--- config.mk ---
export PLATFORM = sky130hd
export DESIGN_NAME = seg_scan_driver
export DESIGN_NICKNAME = d
export VERILOG_FILES = /design/src/rtl/seg_scan_driver.sv
export SDC_FILE = /design/constraint.sdc
export NUM_CORES = 1
export LEC_CHECK = 0
export CORE_AREA = 10 10 85 124
export CTS_BUF_LIST = sky130_fd_sc_hd__clkbuf_16
export CTS_CLUSTER_DIAMETER = 100
export CTS_CLUSTER_SIZE = 25
export DETAILED_ROUTE_END_ITERATION = 12
export DIE_AREA = 0 0 95 134
export PLACE_DENSITY = 0.57
export SLEW_MARGIN = 10
export SYNTH_ARGS = -nofsm -noshare
export SYNTH_HDL_FRONTEND = slang
export SYNTH_SLANG_ARGS = --single-unit
--- constraint.sdc ---
create_clock -name clk -period 3 [get_ports clk]
set_clock_uncertainty 0.05 [all_clocks]
set_input_delay 0.3 -clock clk [delete_from_list [all_inputs] [get_ports clk]]
set_output_delay 0.3 -clock clk [all_outputs]
set_load 0.01 [all_outputs]
--- src/rtl/seg_scan_driver.sv ---
// seg_scan_driver: double-dabble BCD converter feeding a scanned multi-digit seven-segment display
module seg_scan_driver #(
  parameter int DIGITS     = 2,
  parameter int VALUE_W    = 8,
  parameter int SCAN_DIV   = 50000,
  parameter bit LEAD_BLANK = 1'b1,
  parameter bit BLANK_ZERO = 1'b1
) (
  input  logic               clk,
  input  logic               rst_n,
  input  logic [VALUE_W-1:0] value,
  input  logic               load,
  input  logic [DIGITS-1:0]  dp_mask,
  output logic               busy,
  output logic [7:0]         seg,
  output logic [DIGITS-1:0]  dig_sel
);
  localparam int BW = 4 * DIGITS;
  localparam int IW = DIGITS > 1 ? $clog2(DIGITS) : 1;
  localparam int PW = $clog2(SCAN_DIV);
  localparam int CW = VALUE_W > 1 ? $clog2(VALUE_W) : 1;
  localparam longint unsigned LIMIT = 10 ** DIGITS;
  typedef enum logic [1:0] {IDLE, CONV, COMMIT} state_t;
  state_t state, state_n;
  logic [VALUE_W-1:0] sh, pend_val, src;
  logic [BW-1:0] bcd, bcd_adj, disp_bcd;
  logic [CW-1:0] cnt;
  logic pend, start, conv_ovf, conv_zero, disp_ovf, disp_zero;
  logic [PW-1:0] presc;
  logic [IW-1:0] idx, idx_n;
  logic wrap, up_zero;
  logic [3:0] nib;
  logic [6:0] dig_g;
  logic [7:0] seg_n;
  always_comb begin
    state_n = state;
    start = 1'b0;
    src = value;
    case (state)
      IDLE: begin
        start = load;
        state_n = load ? CONV : IDLE;
      end
      CONV: state_n = cnt == CW'(VALUE_W - 1) ? COMMIT : CONV;
      COMMIT: begin
        start = load | pend;
        src = load ? value : pend_val;
        state_n = (load | pend) ? CONV : IDLE;
      end
      default: state_n = IDLE;
    endcase
  end
  assign busy = state != IDLE;
  for (genvar i = 0; i < DIGITS; i++) begin : g_adj
    assign bcd_adj[4*i+:4] = bcd[4*i+:4] >= 4'd5 ? bcd[4*i+:4] + 4'd3 : bcd[4*i+:4];
  end
  always_ff @(posedge clk) begin
    if (!rst_n) begin
      state <= IDLE;
      pend <= 1'b0;
      pend_val <= '0;
      cnt <= '0;
      sh <= '0;
      bcd <= '0;
      conv_ovf <= 1'b0;
      conv_zero <= 1'b1;
      disp_bcd <= '0;
      disp_ovf <= 1'b0;
      disp_zero <= 1'b1;
    end else begin
      state <= state_n;
      if (start) begin
        sh <= src;
        bcd <= '0;
        cnt <= '0;
        conv_ovf <= 64'(src) >= LIMIT;
        conv_zero <= src == '0;
      end else if (state == CONV) begin
        sh <= sh << 1;
        bcd <= {bcd_adj[BW-2:0], sh[VALUE_W-1]};
        cnt <= cnt + 1'b1;
      end
      if (state == COMMIT) begin
        disp_bcd <= bcd;
        disp_ovf <= conv_ovf;
        disp_zero <= conv_zero;
        pend <= 1'b0;
      end else if (busy && load) begin
        pend <= 1'b1;
        pend_val <= value;
      end
    end
  end
  assign wrap = presc == PW'(SCAN_DIV - 1);
  assign idx_n = wrap ? (idx == IW'(DIGITS - 1) ? '0 : idx + 1'b1) : idx;
  always_comb begin
    nib = disp_bcd[4*idx_n+:4];
    up_zero = (disp_bcd >> (4 * idx_n)) == '0;
    case (nib)
      4'd0: dig_g = 7'h3f;
      4'd1: dig_g = 7'h06;
      4'd2: dig_g = 7'h5b;
      4'd3: dig_g = 7'h4f;
      4'd4: dig_g = 7'h66;
      4'd5: dig_g = 7'h6d;
      4'd6: dig_g = 7'h7d;
      4'd7: dig_g = 7'h07;
      4'd8: dig_g = 7'h7f;
      4'd9: dig_g = 7'h6f;
      default: dig_g = 7'h00;
    endcase
    seg_n[6:0] = disp_ovf ? 7'h40 :
                 (disp_zero && BLANK_ZERO) ? 7'h00 :
                 (LEAD_BLANK && idx_n != '0 && up_zero) ? 7'h00 : dig_g;
    seg_n[7] = dp_mask[idx_n];
  end
  always_ff @(posedge clk) begin
    if (!rst_n) begin
      presc <= '0;
      idx <= '0;
      dig_sel <= DIGITS'(1);
      seg <= 8'h00;
    end else begin
      presc <= wrap ? '0 : presc + 1'b1;
      idx <= idx_n;
      dig_sel <= DIGITS'(1) << idx_n;
      seg <= seg_n;
    end
  end
endmodule

# == After elaboration in Yosys (flattened, before gate mapping) ==
# Memory sizes are Yosys's and may differ from the RTL's.
# Index checks and enable logic that the tools add are counted.
# word_totals
ramBits,0
out_inout_bits,11
latchBits,0
mem_count,1
reg_bits,69
rom_bits,112
inputBits,13
# mem_list
name,words,word_bits,read_ports,rd_clocked_by_memory_dff,write_ports,line,rtl
(name not given),16,7,1,0,0,99,case (nib)
# op_classes
reduce_logical,12
mul,0
n_mux,18
add_sub_neg,5
n_shift,3
bitwise_logic,3
eq_ne,4
div_mod_pow,0
n_lt_le_gt_ge,4
# ops
cell,count
$mux 8,4
$mux 7,3
$add 16x1->16 const B,1
$eq 16x16->1 const B,1
$logic_not 8->1,2
$ge 4x3->1 const B,2
$ge 8x7->1 const B,1
$shiftx 8x4->4,1
$shr 8x3->8,1
$mux 1,6
$pmux 2 s3,1
$reduce_or 2->1,3
$add 4x2->4 const B,1
$mux 4,1
$reduce_bool 2->1,2
$reduce_or 4->1,1
$add 3x1->3 const B,1
$add 3x2->3 const B,1
$eq 3x3->1 const B,1
$mux 3,1
$eq 2x1->1 const B,1
$eq 2x2->1 const B,1
$logic_and 1x1->1,2
$logic_not 2->1,1
8 further kinds,9

# == Logic depth before layout (Yosys ltp) ==
# logic_depth
depth_word,9
ltp_mapped,13
mapped_depth_nobuf,12

# == Worst setup path after synthesis ==
# No wires, ideal clock.
# synth_path
path_type,register -> register
start,register presc[0]
end,register seg[5]
setup_ns,0.114
path_stages_with_launch,12
setup_slack_ns,0.330
arrival_ns,2.505
period_less_slack_ns,2.670
required_ns,2.836
cell_sequence,dfxtp_1 -> ha_1 -> and3_2 -> nand4_4 -> xor2_4 -> buf_6 -> mux2i_1 -> ha_1 -> nand2_1 -> o211ai_2 -> a21o_1 -> a21bo_1
# synth_between
elab_chain_len,6
word_cells_on_any_way,8
classes_between,eq/ne: 1; shift: 2; mux: 1; reduce/logical: 3; memory: 1
# synth_lines
item,line,rtl
start: declaration,29,logic [PW-1:0] presc;
start signal: assignment,124,presc <= wrap ? '0 : presc + 1'b1;
$eq 16x16->1 *,94,assign wrap = presc == PW'(SCAN_DIV - 1);
$mux 1 *,95,assign idx_n = wrap ? (idx == IW'(DIGITS - 1) ? '0 : idx + 1'b1) : idx;
"parallel branches: the longest is 4 deep, another holds $mem_v2 16x7",n/a,
end signal: assignment,127,seg <= seg_n;
end: declaration,15,"output logic [7:0] seg,"
# Mark *: on every way between the ends.
# A chain may end at the register's enable or synchronous reset.

# == Final worst setup path ==
# layout_path
start,register presc[0]
end,register seg[3]
# The elaborated chain is that of the path after synthesis.

==> results.md <==
- Status: finished clean
- Hold_sp: presc[0]$_SDFF_PP0_
- CP arrival: between 2000 and 3000 ps
- Max-slew headroom: between 50% and 60%
- Switching power: 0.460 mW
- Syn Inst Count: 371
- Worst min-delay path category: register to register
- Antenna viol nets, final: 0
- Hold WS: roughly 400 ps
- Post-route insts no fill: 508
- Drc violations: 0
- Worst Hold End: presc[0]$_SDFF_PP0_
- Dpl cells: 492
- Resized cells post-CTS: 0
- First-pass GRT wire length: 11,700 um
- Dpl hpwl: 4780 um
- Slew @ Worst Pin: 698 ps
- Seq/Total Area, Yosys: 41.9%
- EDFF count, synth: 0
- Iter 0 DRT Violations: 82
- Int Power: 1.78 mW
- Maximum vdd drop: 289 uV
- Worst endpoint required time: 3190 ps
- Nets@finish: 422
- Setup TNS: 0 ps
- Place WS: 450 ps
- Overall power: 2.24 mW
- Final setup fails: 0
- R2R Path Start: presc[0]$_SDFF_PP0_
- Buf+Inv Stages, Crit Path: 1
- Via count: 2,483
- Area grow syn2layout: 20.8%
- Period utilisation layout: ~87%
- Drt total wl: 6640 um
- Max-cap violations: 0
- Crit path kind: register to register
- Worst-Skew Late Latency: about 330 ps
- Area of the core: 8310 um2
- Worst r2r path cells: 11
- Fin area: 3930 um2
- Crit Path Max Fanout: 4
- Initial antenna violation count: 0
- Fillers: 826
- CTS tree: done
- CTS H-Tree Depth: 3
- Most frequent cells in the layout: dfxtp_1 (68), nand2_1 (62), nor2_1 (34)
- DR pass1 iterations: 4
- Clock sink count: a little under 70
- Number of vias per cell: 4.89
- Clock root buffer: clkbuf_16
- Worst setup margin: 393 ps
- # Post-CTS Setup Buffers: 0
- # diodes: 0
- Final min period: roughly 2600 ps
- Worst-path clk slew: roughly 50 ps
- Total track usage: 11.4%
- Remaining Overflow, GRT: 0
- Yosys cell types: 47
- # port buffers: 23
- Avg Cell Area, Syn: 8.76 um2
- Syn nets: 397
- Slowest stage delay, CP: between 300 and 400 ps
- Ports: 24
- Die area: ~13,000 um2
- Combinational share of power: between 5 and 6%
- Mapped cell area: 3250 um2
- Area after DPL: 3590 um2
- Max Buffers Root-to-Sink: 2
- WHS Path Cells: 1
- Async SR Flop Fraction: 0%
- Flops & latches, synth: 68
- Crit path max-delay family: compound AO/OA/AOI/OAI gates
- CP Cell Sequence: ha_1 > and3_2 > nand4_4 > xor2_4 > mux2i_1 > inv_1 > ha_1 > nor2b_1 > o21ai_0 > o21ai_0 > o31ai_1
- Commonest non-fill, non-tap cell in the layout: dfxtp_1
- Gpl congestion: ~0.87
- Ys flop type: dfxtp_1
- Fmax: about 0.38 GHz
- Yosys warnings: 0
- RSZ-0062 raised after global routing: false
- Largest net degree at the start of global routing: 21
- P_leak: 1.49 nW
- CTS Buf Count: 9
- Starting Density: 39.1%
- Die Y: 134 um
- Per-cell routed wire length: 13.1 um
- Slew Limit Fails: 0
- Fin util: a little under half
- Vias in the first global route: 2,539
- Sw frac: between 20% and 30%
- Sequential Power Share: approximately two fifths
- Die X: about 95 um
- Hold Buf Count CTS: 0
- Hold Vio Cnt, Final: 0
- Worst path slowest cell: dfxtp_1
- FF-to-FF End: seg[3]$_SDFF_PP0_
- Startpoint types: register
- Core Rows: between 40 and 50
- R2r setup slk: 390 ps
- Clock Power Share: 52.7%
- Critical path capture point type: register
- Share of cells above drive strength 1: slightly below 9%
- Pwr/cell area: roughly 570 nW/um2
[cells by family after synthesis]
family          Yosys count  share of synthesized area (%)
flops                    68                           41.9
xor+xnor                 18                           5.43
compound gates           67                           13.7
fa+ha+maj                13                           5.01
simple gates            162                           25.6
buf+inv                  30                           3.93
mux                      13                           4.43
[power by group through the flow]
stage / combinational (mW) / sequential [mW] / clock (mW)
2_1_floorplan: 0.0771 / 0.956 / 0
3_3_place_gp: 0.123 / 0.957 / 0
3_5_place_dp: 0.123 / 0.958 / 0
4_1_cts: 0.124 / 0.938 / 1.21
5_1_grt: 0.138 / 0.941 / 1.24
6_report: 0.122 / 0.939 / 1.18
[per-layer routing]
metal / part of all wire, % / track usage, % / up-vias
met5: 0 / 0 / -
met2: 49 / 18.5 / 43
met4: 2.6 / 6.93 / 0
met1: 44 / 12.8 / 1119
li1: - / - / 1307
met3: 4.1 / 3.07 / 14
[how the worst max path moves through the flow]
stage	start	end	slack [ps]	cells after the start
3_5_place_dp	presc[0]$_SDFF_PP0_	seg[5]$_SDFF_PP0_	450	10
3_3_place_gp	presc[0]$_SDFF_PP0_	seg[5]$_SDFF_PP0_	540	10
2_1_floorplan	presc[0]$_SDFF_PP0_	seg[5]$_SDFF_PP0_	330	11
5_1_grt	presc[0]$_SDFF_PP0_	seg[0]$_SDFF_PP0_	150	11
6_report	presc[0]$_SDFF_PP0_	seg[3]$_SDFF_PP0_	390	11
4_1_cts	presc[0]$_SDFF_PP0_	seg[3]$_SDFF_PP0_	370	11
[final cells by class]
cell class                 count  area, um2  area share, %
sequential                    68       1360           34.7
timing repair buffer          31        290           7.39
inverter                      13       48.8           1.24
tap                          107        134           3.41
clock buffer                   9        225           5.74
multi-input combinational    273       1760           44.8
clock inverter                 7        106           2.71
[state kept, by name, indices dropped and copies added (netlist names), 2 cells and up]
register and count:
dig_sel 2, pend_val 8, state 2, presc 16, sh 8, bcd 8, seg 8, disp_bcd 8
cnt 3
[synth_stat cells (all sizes together) (2+ instances only)]
library cell	count	area, um2
buf	3	26.3
o21a	2	15.0
nor2	35	134
nand2b	4	25.0
a21boi	19	143
xnor2	9	78.8
nand2	62	233
a21oi	18	90.1
nor2b	11	68.8
nand3	22	110
dfxtp	68	1360
o21ai	11	55.1
a21o	2	15.0
inv	13	48.8
nor3	4	20.0
or2	2	12.5
or3	2	12.5
nor4bb	2	50.1
o21bai	2	15.0
xor2	9	97.6
a221oi	4	35.0
and3	7	46.3
o31ai	2	15.0
mux2i	12	133
clkbuf	14	52.6
and2	2	12.5
nand3b	2	27.5
nand4	4	40.0
ha	13	163
No activity file was read; power rests on OpenSTA's default activity.
==> patch 1: new RTL, config.mk and constraints unchanged <==
Re-encode `state_t` (3 states) as one-hot, 3 bits wide.
--- a/src/rtl/seg_scan_driver.sv
+++ b/src/rtl/seg_scan_driver.sv
@@ -20,7 +20,7 @@
   localparam int PW = $clog2(SCAN_DIV);
   localparam int CW = VALUE_W > 1 ? $clog2(VALUE_W) : 1;
   localparam longint unsigned LIMIT = 10 ** DIGITS;
-  typedef enum logic [1:0] {IDLE, CONV, COMMIT} state_t;
+  typedef enum logic [2:0] {IDLE = 3'b001, CONV = 3'b010, COMMIT = 3'b100} state_t;
   state_t state, state_n;
   logic [VALUE_W-1:0] sh, pend_val, src;
   logic [BW-1:0] bcd, bcd_adj, disp_bcd;
Behaviour: no difference found for any inputs over 10 cycles, from zero or initial values and one cycle with rst_n low; not proved beyond that.
==> patch 1 against the original RTL <==
Total power grew 1.3%. Wire length grew 0.65%. Cell area is essentially flat. Via count grew 2.6%. Combinational power shrank 3%. Synthesized area shrank 0.27%. Sequential cell count grew 1. Die area is the same. Worst setup slack lost 0.066 ns. Highest routed layer unchanged. Largest cell class unchanged.
==> patch 1: results (changes against the original RTL) <==
Synth
  • Sequential fraction of the synthesis area: 42.6% (+0.73 points)
  • Post-synth cell types: 54 (+15%)
  • Avg Cell Area, Syn: 8.60 µm² (-1.9%)
  • Commonest cells post-synth: dfxtp_1 (69), nand2_1 (60), nor2_1 (51)
  • Post-synth net total: 403 (+1.5%)

Place
  • DP Cell Count: 495 (+0.61%)
  • Placed Area: 3570 µm² (-0.66%)
  • Post-Place Worst Slack: 0.204 ns (-0.246 ns)
  • Post-DP HPWL: 4790 µm (+0.16%)
  • GP Congestion: 0.859 (-1.0%)

GRT
  • Vias in the first global route: 2,659 (+4.7%)
  • Pin count of the biggest net entering global routing: 33 (+57%)
  • First-pass GRT wire length: 11,900 µm (+1.3%)
  • Total track usage: 11.4% (+0.034 points)

Drt
  • Via count: 2,547 (+2.6%)
  • Routed length per instance: 13.1 µm (about the same)
  • DR iter-0 viols: 85 (+3.7%)
  • DRT Wirelength: 6690 µm (+0.65%)

Worst setup path
  • Worst EP arrival: 2.85 ns (+0.05 ns)
  • R2R setup slack: 0.33 ns (-0.07 ns)
  • Worst reg2reg startpoint: presc[0]
  • Worst reg2reg endpoint: seg[5]
  • Worst r2r path cells: 12 (+1)
  • CP Max Fanout: 6 (+2)

Final layout
  • Nets@finish: 425 (+0.71%)
  • Layout cells sized above 1: 8.42% (-0.31 points)

Clocking
  • Clk slew on worst S/H paths: about 0.060 ns
  • Clk buf depth: 2 (unchanged)

Power and ir drop
  • Static leakage: 1.58 nW (+6.1%)
  • Peak supply drop: 0.359 mV (+24%)

STA
  • Worst slew margin: 34.2% (-19 points)

Outcome
  • Status: completed
[patch 1: worst max path at each step]
stage                     slack (ns)  cells past startpoint  endpoint
after floorplan                 0.33                     11    seg[5]
after global placement          0.31                     10    seg[5]
after detailed placement        0.20                     10    seg[5]
after CTS                       0.16                     10    seg[5]
after global routing            0.03                     11    seg[3]
final                           0.33                     12    seg[5]
[patch 1: repair_timing]
item,CTS,global route
resized for setup,0,2
endpoints found under the setup margin,0,3
buffers inserted,0,0
endpoints found under the hold margin,0,0
[patch 1: layout make-up]
cell class / instances / area (µm²)
clock inverters: 7 / 114
multi-input cells: 277 / 1750
clock buffers: 9 / 225
flip-flops and latches: 69 / 1380
fillers: 831 / 4390
well taps: 107 / 134
inverters: 14 / 52.6
repair buffers: 28 / 268
[patch 1: logic make-up (layout without fill, tap and decap cells)]
| logic type | count (synthesis) | count (layout) | share of synthesized area, % |
|---|---|---|---|
| mux | 15 | 15 | 4.79 |
| compound gates | 67 | 67 | 12.8 |
| fa+ha+maj | 13 | 13 | 5.02 |
| xor+xnor | 19 | 19 | 5.71 |
| buf+inv | 31 | 58 | 4.02 |
| flops | 69 | 69 | 42.6 |
| simple gates | 163 | 163 | 25.0 |
[patch 1: where the power goes]
group / switching, W / internal (W)
combinational: 0.0000635 / 0.0000546
sequential: 0.0000164 / 0.000941
clock: 0.000387 / 0.000808
total: 0.000467 / 0.00180
[patch 1: per-layer routing]
metal  track usage, %  share of wire, %
met1             12.1                42
met2             20.1                52
met3             2.85               3.4
met4             5.84               2.5
met5                0                 0
==> patch 2: new RTL, same settings <==
Made on the original files. Change the parameter `SCAN_DIV` from 50000 to 100000.
--- a/src/rtl/seg_scan_driver.sv
+++ b/src/rtl/seg_scan_driver.sv
@@ -2,7 +2,7 @@
 module seg_scan_driver #(
   parameter int DIGITS     = 2,
   parameter int VALUE_W    = 8,
-  parameter int SCAN_DIV   = 50000,
+  parameter int SCAN_DIV   = 100000,
   parameter bit LEAD_BLANK = 1'b1,
   parameter bit BLANK_ZERO = 1'b1
 ) (
Function: same outputs for any inputs over 10 cycles, from zero or initial values and one cycle with rst_n low; that may be too few to reach the edited logic, so the function may still have changed.
==> patch 2 against the original RTL <==
Wire length rose by 3.7%. Die area stayed put. Sequential power is 2% higher. Synthesized area shrank 0.73%. Sequential cell count grew 1. Combinational power down 5%. Largest cell class unchanged. Total power decreased by 10%. Cell count increased by 2.4%. Worst setup slack worse by 0.19 ns. Cell area shrank 2.2%.
==> patch 2: results (changes against the original RTL) <==
Outcome
  • Status: completed

Worst setup path
  • Slowest stage cell, crit path: nor4_4
  • Worst reg2reg endpoint: seg[5]
  • CP max stage delay: 0.37 ns (+0.03 ns)

Synth
  • Commonest cells post-synth: nand2_1 (70), dfxtp_1 (69), nor2_1 (37)
  • Xor and xnor area share after synthesis: 5.39% (-0.038 points)
  • Post-synth cell types: 45 (-4.3%)
  • Post-synthesis compound-gate area fraction: 13.4% (-0.36 points)
  • Mux contribution to synthesized area: 3.88% (-0.55 points)
  • Top cells by area, synth: dfxtp_1 (43%), nand2_1 (8.1%), ha_1 (5.0%), nor2_1 (4.3%), a21boi_0 (4.2%)
  • Adder-Cell Fraction of Synth Area: 5.04% (+0.037 points)
  • Sequential fraction of the synthesis area: 42.8% (+0.93 points)

Drt
  • Wl on met1: 2890 µm (-0.96%)
  • DR iter-0 viols: 101 (+23%)
  • Met3 WL: 261 µm (-3.3%)
  • Via count: 2,597 (+4.6%)
  • DR WL met2: 3560 µm (+8.7%)

GRT
  • First-pass GRT wire length: 11,900 µm (+1.9%)
  • GR Layer Usage met3: 2.79% (-0.28 points)
  • GR Util met2: 19.8% (+1.3 points)
  • Vias in the first global route: 2,651 (+4.4%)
  • Total track usage: 11.5% (+0.15 points)
  • GR Layer Usage met1: 12.2% (-0.67 points)
  • Pin count of the biggest net entering global routing: 22 (+4.8%)

Power and ir drop
  • Clk pwr: 0.000940 W (-20%)
  • Static leakage: 1.42 nW (-4.7%)
  • Max power group: registers
  • Internal power: 0.00154 W (-13%)
  • Peak supply drop: 0.303 mV (+4.8%)
  • Sequential Power: 0.000958 W (+2%)

STA
  • Worst Tran Pin Value: 0.647 ns (-0.0516 ns)

Final layout
  • Nets@finish: 434 (+2.8%)
  • Max reg flops: 17 (+1)

Place
  • Post-DP HPWL: 4970 µm (+3.9%)
==> patch 2: logic make-up after synthesis <==
family,after synthesis
buffers and inverters,30
AO/OA/AOI/OAI,66
flip-flops,69
XOR/XNOR,19
adder cells (fa/ha/maj),13
AND/OR/NAND/NOR,176
multiplexers,12
==> patch 2: final cells by class <==
class | instances | area (µm²)
inverters | 12 | 45.0
flip-flops and latches | 69 | 1380
multi-input cells | 286 | 1730
clock inverters | 7 | 42.5
fillers | 870 | 4470
well taps | 107 | 134
repair buffers | 30 | 283
clock buffers | 9 | 225
==> patch 2: timing repair <==
| action | CTS | global route |
|---|---|---|
| setup buffers | 0 | 1 |
| resized for setup | 0 | 1 |
| endpoints found under the setup margin | 0 | 3 |
==> patch 2: worst min-delay path by stage <==
stage / startpoint / to / slack [ns] / depth (start not counted)
after global placement: presc[0] / presc[0] / 0.38 / 1
final: presc[0] / presc[0] / 0.41 / 1
after global routing: presc[0] / presc[0] / 0.42 / 1
after CTS: presc[0] / presc[0] / 0.41 / 1
after floorplan: presc[0] / presc[0] / 0.37 / 1
after detailed placement: presc[0] / presc[0] / 0.40 / 1
==> patch 2: worst register-to-register path: stages (launching register included) <==
cell and delay, ns:
dfxtp_1 0.35, ha_1 0.23, nand4_1 0.18, nor4_4 0.37, xnor2_2 0.21, nor2_1 0.07, a21o_1 0.20, inv_1 0.11
ha_1 0.22, nand2_1 0.11, o211ai_4 0.23, a21o_1 0.16, a21bo_1 0.20
==> patch 2: metrics by stage <==
step	area (µm²)	cells	worst slack (ns)	hold slack (ns)	power [W]
after CTS	3820	519	0.121	0.408	0.00205
after detailed placement	3560	503	0.154	0.397	0.00110
after global placement	3560	503	0.225	0.380	0.00109
after global routing	3840	520	0.00529	0.422	0.00211
after floorplan	3230	385	0.0653	0.368	0.00105
final	3840	520	0.206	0.406	0.00201
